[config.mk]
export PLATFORM = sky130hd
export DESIGN_NAME = add_4bit_seq_ctrl
export DESIGN_NICKNAME = d
export VERILOG_FILES = /design/src/rtl/add_4bit_seq_ctrl.sv
export SDC_FILE = /design/constraint.sdc
export NUM_CORES = 1
export LEC_CHECK = 0
export ABC_AREA = 1
export CAP_MARGIN = 40
export CORE_AREA = 2 2 114 116
export DETAILED_ROUTE_END_ITERATION = 16
export DIE_AREA = 0 0 116 118
export SYNTH_ARGS = -nofsm -noshare
export SYNTH_HDL_FRONTEND = slang
export SYNTH_SLANG_ARGS = --single-unit
export TNS_END_PERCENT = 5
[constraint.sdc]
create_clock -name clk -period 7.73 [get_ports clk]
set_clock_uncertainty 0.15 [all_clocks]
set_input_delay 0.773 -clock clk [delete_from_list [all_inputs] [get_ports clk]]
set_output_delay 0.773 -clock clk [all_outputs]
set_load 0.05 [all_outputs]
[src/rtl/add_4bit_seq_ctrl.sv]
// add_4bit_seq_ctrl: WIDTH-bit adder built from one time-shared 4-bit adder.
// Each nibble takes two adder passes (operands, then the running carry), so
// latency is fixed at 2*NIB+1 cycles from the accepted start to done_out.

// Plain nibble adder with carry-out and no carry-in.
module add_4bit (
    input  logic [3:0] i_a,
    input  logic [3:0] i_b,
    output logic [3:0] o_sum,
    output logic       o_carry
);
    logic [4:0] w_full;

    assign w_full  = {1'b0, i_a} + {1'b0, i_b};
    assign o_sum   = w_full[3:0];
    assign o_carry = w_full[4];
endmodule

module add_4bit_seq_ctrl #(
    parameter int WIDTH = 16   // multiple of 4, at least 4
) (
    input  logic             clk,
    input  logic             rst,
    input  logic             start_in,
    input  logic [WIDTH-1:0] a_in,
    input  logic [WIDTH-1:0] b_in,
    output logic             busy_out,
    output logic             done_out,
    output logic [WIDTH-1:0] sum_out,
    output logic             carry_out
);
    localparam int NIB  = WIDTH / 4;
    localparam int IDXW = (NIB > 1) ? $clog2(NIB) : 1;
    localparam logic [IDXW-1:0] LAST_IDX = IDXW'(NIB - 1);

    typedef enum logic [1:0] {S_IDLE, S_ADD, S_INC, S_DONE} state_t;

    state_t           r_state;
    state_t           w_next;

    logic [WIDTH-1:0] r_a;
    logic [WIDTH-1:0] r_b;
    logic [IDXW-1:0]  r_idx;
    logic [3:0]       r_psum;
    logic             r_c1;
    logic             r_creg;
    logic [WIDTH-1:0] r_wsum;

    logic [3:0]       w_add_a;
    logic [3:0]       w_add_b;
    logic [3:0]       w_add_sum;
    logic             w_add_carry;
    logic [WIDTH-1:0] w_wsum_upd;
    logic             w_last;

    assign w_last = (r_idx == LAST_IDX);

    // The single shared nibble adder; its inputs come only from the FSM mux.
    add_4bit u_add (
        .i_a     (w_add_a),
        .i_b     (w_add_b),
        .o_sum   (w_add_sum),
        .o_carry (w_add_carry)
    );

    // State register.
    always_ff @(posedge clk) begin
        if (rst) r_state <= S_IDLE;
        else     r_state <= w_next;
    end

    // Next-state logic; the INC pass always runs so latency is data-independent.
    always_comb begin
        w_next = r_state;
        case (r_state)
            S_IDLE:  if (start_in) w_next = S_ADD;
            S_ADD:   w_next = S_INC;
            S_INC:   w_next = w_last ? S_DONE : S_ADD;
            S_DONE:  w_next = S_IDLE;
            default: w_next = S_IDLE;
        endcase
    end

    // Output decode and adder input mux.
    always_comb begin
        busy_out = (r_state != S_IDLE);
        done_out = (r_state == S_DONE);
        w_add_a  = 4'h0;
        w_add_b  = 4'h0;
        case (r_state)
            S_ADD: begin
                w_add_a = r_a[{r_idx, 2'b00} +: 4];
                w_add_b = r_b[{r_idx, 2'b00} +: 4];
            end
            S_INC: begin
                w_add_a = r_psum;
                w_add_b = {3'b000, r_creg};
            end
            default: ;
        endcase
    end

    // Working result with the current INC nibble merged in; feeds sum_out on
    // the last INC so the result is already visible during DONE.
    always_comb begin
        w_wsum_upd = r_wsum;
        w_wsum_upd[{r_idx, 2'b00} +: 4] = w_add_sum;
    end

    // Datapath registers. c1 and the INC carry are mutually exclusive
    // (psum+1 can only carry when psum is 4'hF, which ADD cannot produce with
    // a carry), so OR-ing them gives the exact nibble carry.
    always_ff @(posedge clk) begin
        if (rst) begin
            r_a       <= '0;
            r_b       <= '0;
            r_idx     <= '0;
            r_psum    <= '0;
            r_c1      <= 1'b0;
            r_creg    <= 1'b0;
            r_wsum    <= '0;
            sum_out   <= '0;
            carry_out <= 1'b0;
        end else begin
            case (r_state)
                S_IDLE: begin
                    if (start_in) begin
                        r_a    <= a_in;
                        r_b    <= b_in;
                        r_idx  <= '0;
                        r_creg <= 1'b0;
                    end
                end
                S_ADD: begin
                    r_psum <= w_add_sum;
                    r_c1   <= w_add_carry;
                end
                S_INC: begin
                    r_wsum <= w_wsum_upd;
                    r_creg <= r_c1 | w_add_carry;
                    if (w_last) begin
                        sum_out   <= w_wsum_upd;
                        carry_out <= r_c1 | w_add_carry;
                    end else begin
                        r_idx <= r_idx + IDXW'(1);
                    end
                end
                default: ;
            endcase
        end
    end
endmodule

==> metrics.md <==
| Metric | Value |
|---|---|
| Run status | `finished clean` |
| Top Ports | `54` |
| Worst slack at placement | `~4.5 ns` |
| HPWL Detailed | `6020 um` |
| GRT overflow | `0` |
| Buffers & Inverters on Critical Path | `3` |
| R2R depth | `13` |
| Unrepaired setup endpoints after global routing | `false` |
| Core Util, Final | `36.7%` |
| Element type at the critical path start | `flip-flop` |
| Worst slew margin | `between 40% and 50%` |
| Post-synthesis register bit count | `75` |
| Least-Margin Pin Slew | `0.874 ns` |
| Crit-path leading delay family | `flip-flops` |
| Core ar. | `around 12000 um2` |
| Syn_area_per_cell | `6.92 um2` |
| CTS max path bufs | `2` |
| Gpl congestion | `between 0.8 and 0.9` |
| DR WL/cell | `roughly 12 um` |
| DIE AREA | `~14000 um2` |
| Synth cell types | `27` |
| Synth-to-Final Area Change | `27.6%` |
| H-Tree Depth | `3` |
| Placed Area | `between 4000 and 5000 um2` |
| Mux share of post-synthesis cell area | `0%` |
| Synth Area in Simple Gates | `a little over a fifth` |
| DR vias | `3326` |
| Post-synthesis adder-cell area fraction | `5.46%` |
| Fin crit share | `43.2%` |
| Min Tclk post-route | `3.34 ns` |
| Placed cells | `719` |
| Cell Rows | `approximately 40` |
| Layout cells sized above 1 | `around 5%` |
| Cell-by-cell trace of the critical path | `inv_2 > o21ai_0 > o22ai_1 > nand2_1 > nand2_1 > ha_1 > inv_1 > fa_1 > nor2_1 > nand2_1 > o22ai_1 > o21ai_0 > inv_1` |
| DRC Markers | `0` |
| Fmax | `between 0.2 and 0.3 GHz` |
| Cell Area, Synth | `around 3600 um2` |
| Largest net degree at the start of global routing | `just over 40` |
| Net switching power of the design | `between 0.4 and 0.5 mW` |
| Leak | `2.08 nW` |
| Fin cells | `736` |
| Die Height | `around 120 um` |
| Hold WC Path Type | `reg2reg` |
| Tot GR Track Use | `a little over an eighth` |
| Hold path start | `r_b[6]` |
| Starting Density | `around 29%` |
| Post-Synthesis Cells | `between 500 and 600` |
| Skew-Pair Late Insertion Delay | `between 0.3 and 0.4 ns` |
| Maxcap violations | `0` |
| Layout Nets | `609` |
| VDD IR max | `around 0.15 mV` |
| Main combinational cell family by area after synthesis | `simple AND/OR/NAND/NOR gates` |
| Logic gate share of total power | `between 20% and 30%` |
| Setup crit end kind | `flip-flop` |
| Total count of hold-check failures in the final report | `0` |
| Seq/Total Area, Yosys | `42.0%` |
| Post-CTS setup buffer count | `0` |
| CTS Root Cell | `clkbuf_16` |
| Most used cell, CP | `nand2_1` |
| Clock group share of total power | `35.9%` |
| 1st-iter DRT viols | `~180` |
| Internal Pwr Total | `roughly 0.84 mW` |
| Tot Pwr | `between 1 and 1.5 mW` |
| Worst hold slack | `0.331 ns` |
| Final instance area | `around 4600 um2` |
| Pins Over Slew Limit | `0` |
| Pre-Repair DR Iteration Count | `4` |
| Vias per inst | `4.52` |
| Yosys warns | `0` |
| Initial antenna violation count | `0` |
| Hold Crit Endpoint | `r_b[6]` |
| First-pass GRT wire length | `14700 um` |
| Post-synthesis net count | `566` |
| CTS tree | `built` |
| Hold path depth | `2` |
| Final count of negative-setup-slack endpoints | `0` |
| Post-synth EDFFs | `0` |
| Slowest stage cell, crit path | `dfxtp_1` |
| Ant. Diodes | `0` |
| Critical Path AT | `roughly 3.5 ns` |
| CTS buffer count | `9` |
| Vias in the first global route | `approximately 3.1k` |
| Reg-to-Reg Start | `r_idx[0]` |
| Cell Pwr Density | `roughly 270 nW/um2` |
| Number of antenna-violating nets in the routed design | `0` |
| I/O Buffers | `53` |
| Chip width | `116 um` |
| Synth Area in XOR/XNOR | `0%` |
| Drt total wl | `between 8000 and 9000 um` |
| Post-CTS sizing | `0` |
| Worst-path clk slew | `~0.060 ns` |
| CP peak stage delay | `0.89 ns` |
| CP Max Fanout | `26` |
| Synth Area in Compound Gates | `19.2%` |
| Switching share of total power | `~32%` |
| Reg power frac | `39.0%` |
| Hold-fix buffers at CTS | `0` |
| Critical path class | `reg2reg` |
| Sink Count | `75` |
| Min setup slack post-route | `~4.4 ns` |
| R2R setup slack | `around 4.4 ns` |
| Reg-to-reg endpoint | `r_wsum[5]` |
| Top_reg_cell synth | `dfxtp_1` |
| Setup TNS Final | `0 ns` |
| FFs w/ async S/R, synth | `0%` |
| Critical Path RT | `7.86 ns` |
synthesized netlist by cell type (3+ instances only):
library cell	number	area share, %
buf_2	10	1.4
clkbuf_1	7	0.74
nand4_1	3	0.53
nand2_1	38	4.0
buf_4	3	0.63
a21oi_1	26	3.6
o21ai_1	14	2.0
o22ai_1	14	2.5
nor2_1	130	14
inv_2	4	0.42
o21ai_0	73	10
ha_1	14	4.9
dfxtp_1	75	42
inv_1	73	7.7
nand3_1	16	2.2
tightest hold or removal path: stages (launching register included):
cell and delay [ns]:
dfxtp_1 0.32, nor2_1 0.05, nor2_1 0.08
power groups by stage:
| stage | Combinational [mW] | Sequential (mW) | Clock, mW |
|---|---|---|---|
| after global routing | 0.358 | 0.491 | 0.472 |
| after floorplan | 0.243 | 0.474 | 0 |
| after global placement | 0.297 | 0.490 | 0 |
| after CTS | 0.310 | 0.484 | 0.454 |
| after detailed placement | 0.308 | 0.491 | 0 |
| final | 0.312 | 0.484 | 0.446 |
metal layers:
metal  GRT usage (%)  wire, um
met1            18.5      4360
met2            20.0      3770
met3            2.83       371
met4            5.36       140
met5               0         0
cells by family after synthesis:
kind of cell / count (synthesis)
buffers and inverters: 103
AND/OR/NAND/NOR: 192
flip-flops: 75
AO/OA/AOI/OAI: 131
adder cells (fa/ha/maj): 15
placed cells by master, fill, tap and decap left out, types with 2 or more instances in the layout:
master,n
clkbuf_16,9
o22ai_1,14
clkinv_4,2
or2_2,2
clkdlybuf4s50_1,53
clkinv_2,3
inv_1,73
ha_1,14
dfxtp_1,75
nand3_1,16
inv_2,4
o21ai_0,73
o21ai_1,14
nor2_1,130
nand2_1,38
a211oi_1,2
nand4_1,3
buf_4,2
a21oi_1,26
bufinv_16,2
worst max-delay path by stage:
| stage | depth (start not counted) | start | slack, ns | end |
|---|---|---|---|---|
| 6_report | 13 | r_idx[0] | 4.39 | r_wsum[5] |
| 3_5_place_dp | 13 | r_idx[0] | 4.53 | sum_out[13] |
| 4_1_cts | 13 | r_idx[0] | 4.51 | r_wsum[5] |
| 2_1_floorplan | 17 | r_state[0] | 5.25 | r_wsum[14] |
| 3_3_place_gp | 13 | r_idx[0] | 4.61 | sum_out[13] |
| 5_1_grt | 13 | r_idx[0] | 4.08 | sum_out[13] |
area by class of cell:
type                            count  area [um2]
Clock buffer                        9         225
Clock inverter                      7        92.6
Fill cell                        1340        7860
Inverter                           78         293
Multi-Input combinational cell    338        1640
Sequential cell                    75        1500
Tap cell                          172         215
Timing Repair Buffer               57         588
state kept, by name, indices dropped and copies added, names as in the netlist:
| name | flops |
|---|---|
| r_idx | 2 |
| r_c1 | 1 |
| carry_out | 1 |
| sum_out | 16 |
| r_a | 16 |
| r_b | 16 |
| r_wsum | 16 |
| r_creg | 1 |
| r_state | 2 |
| r_psum | 4 |
Note: power is estimated with default switching activity, not from simulation.
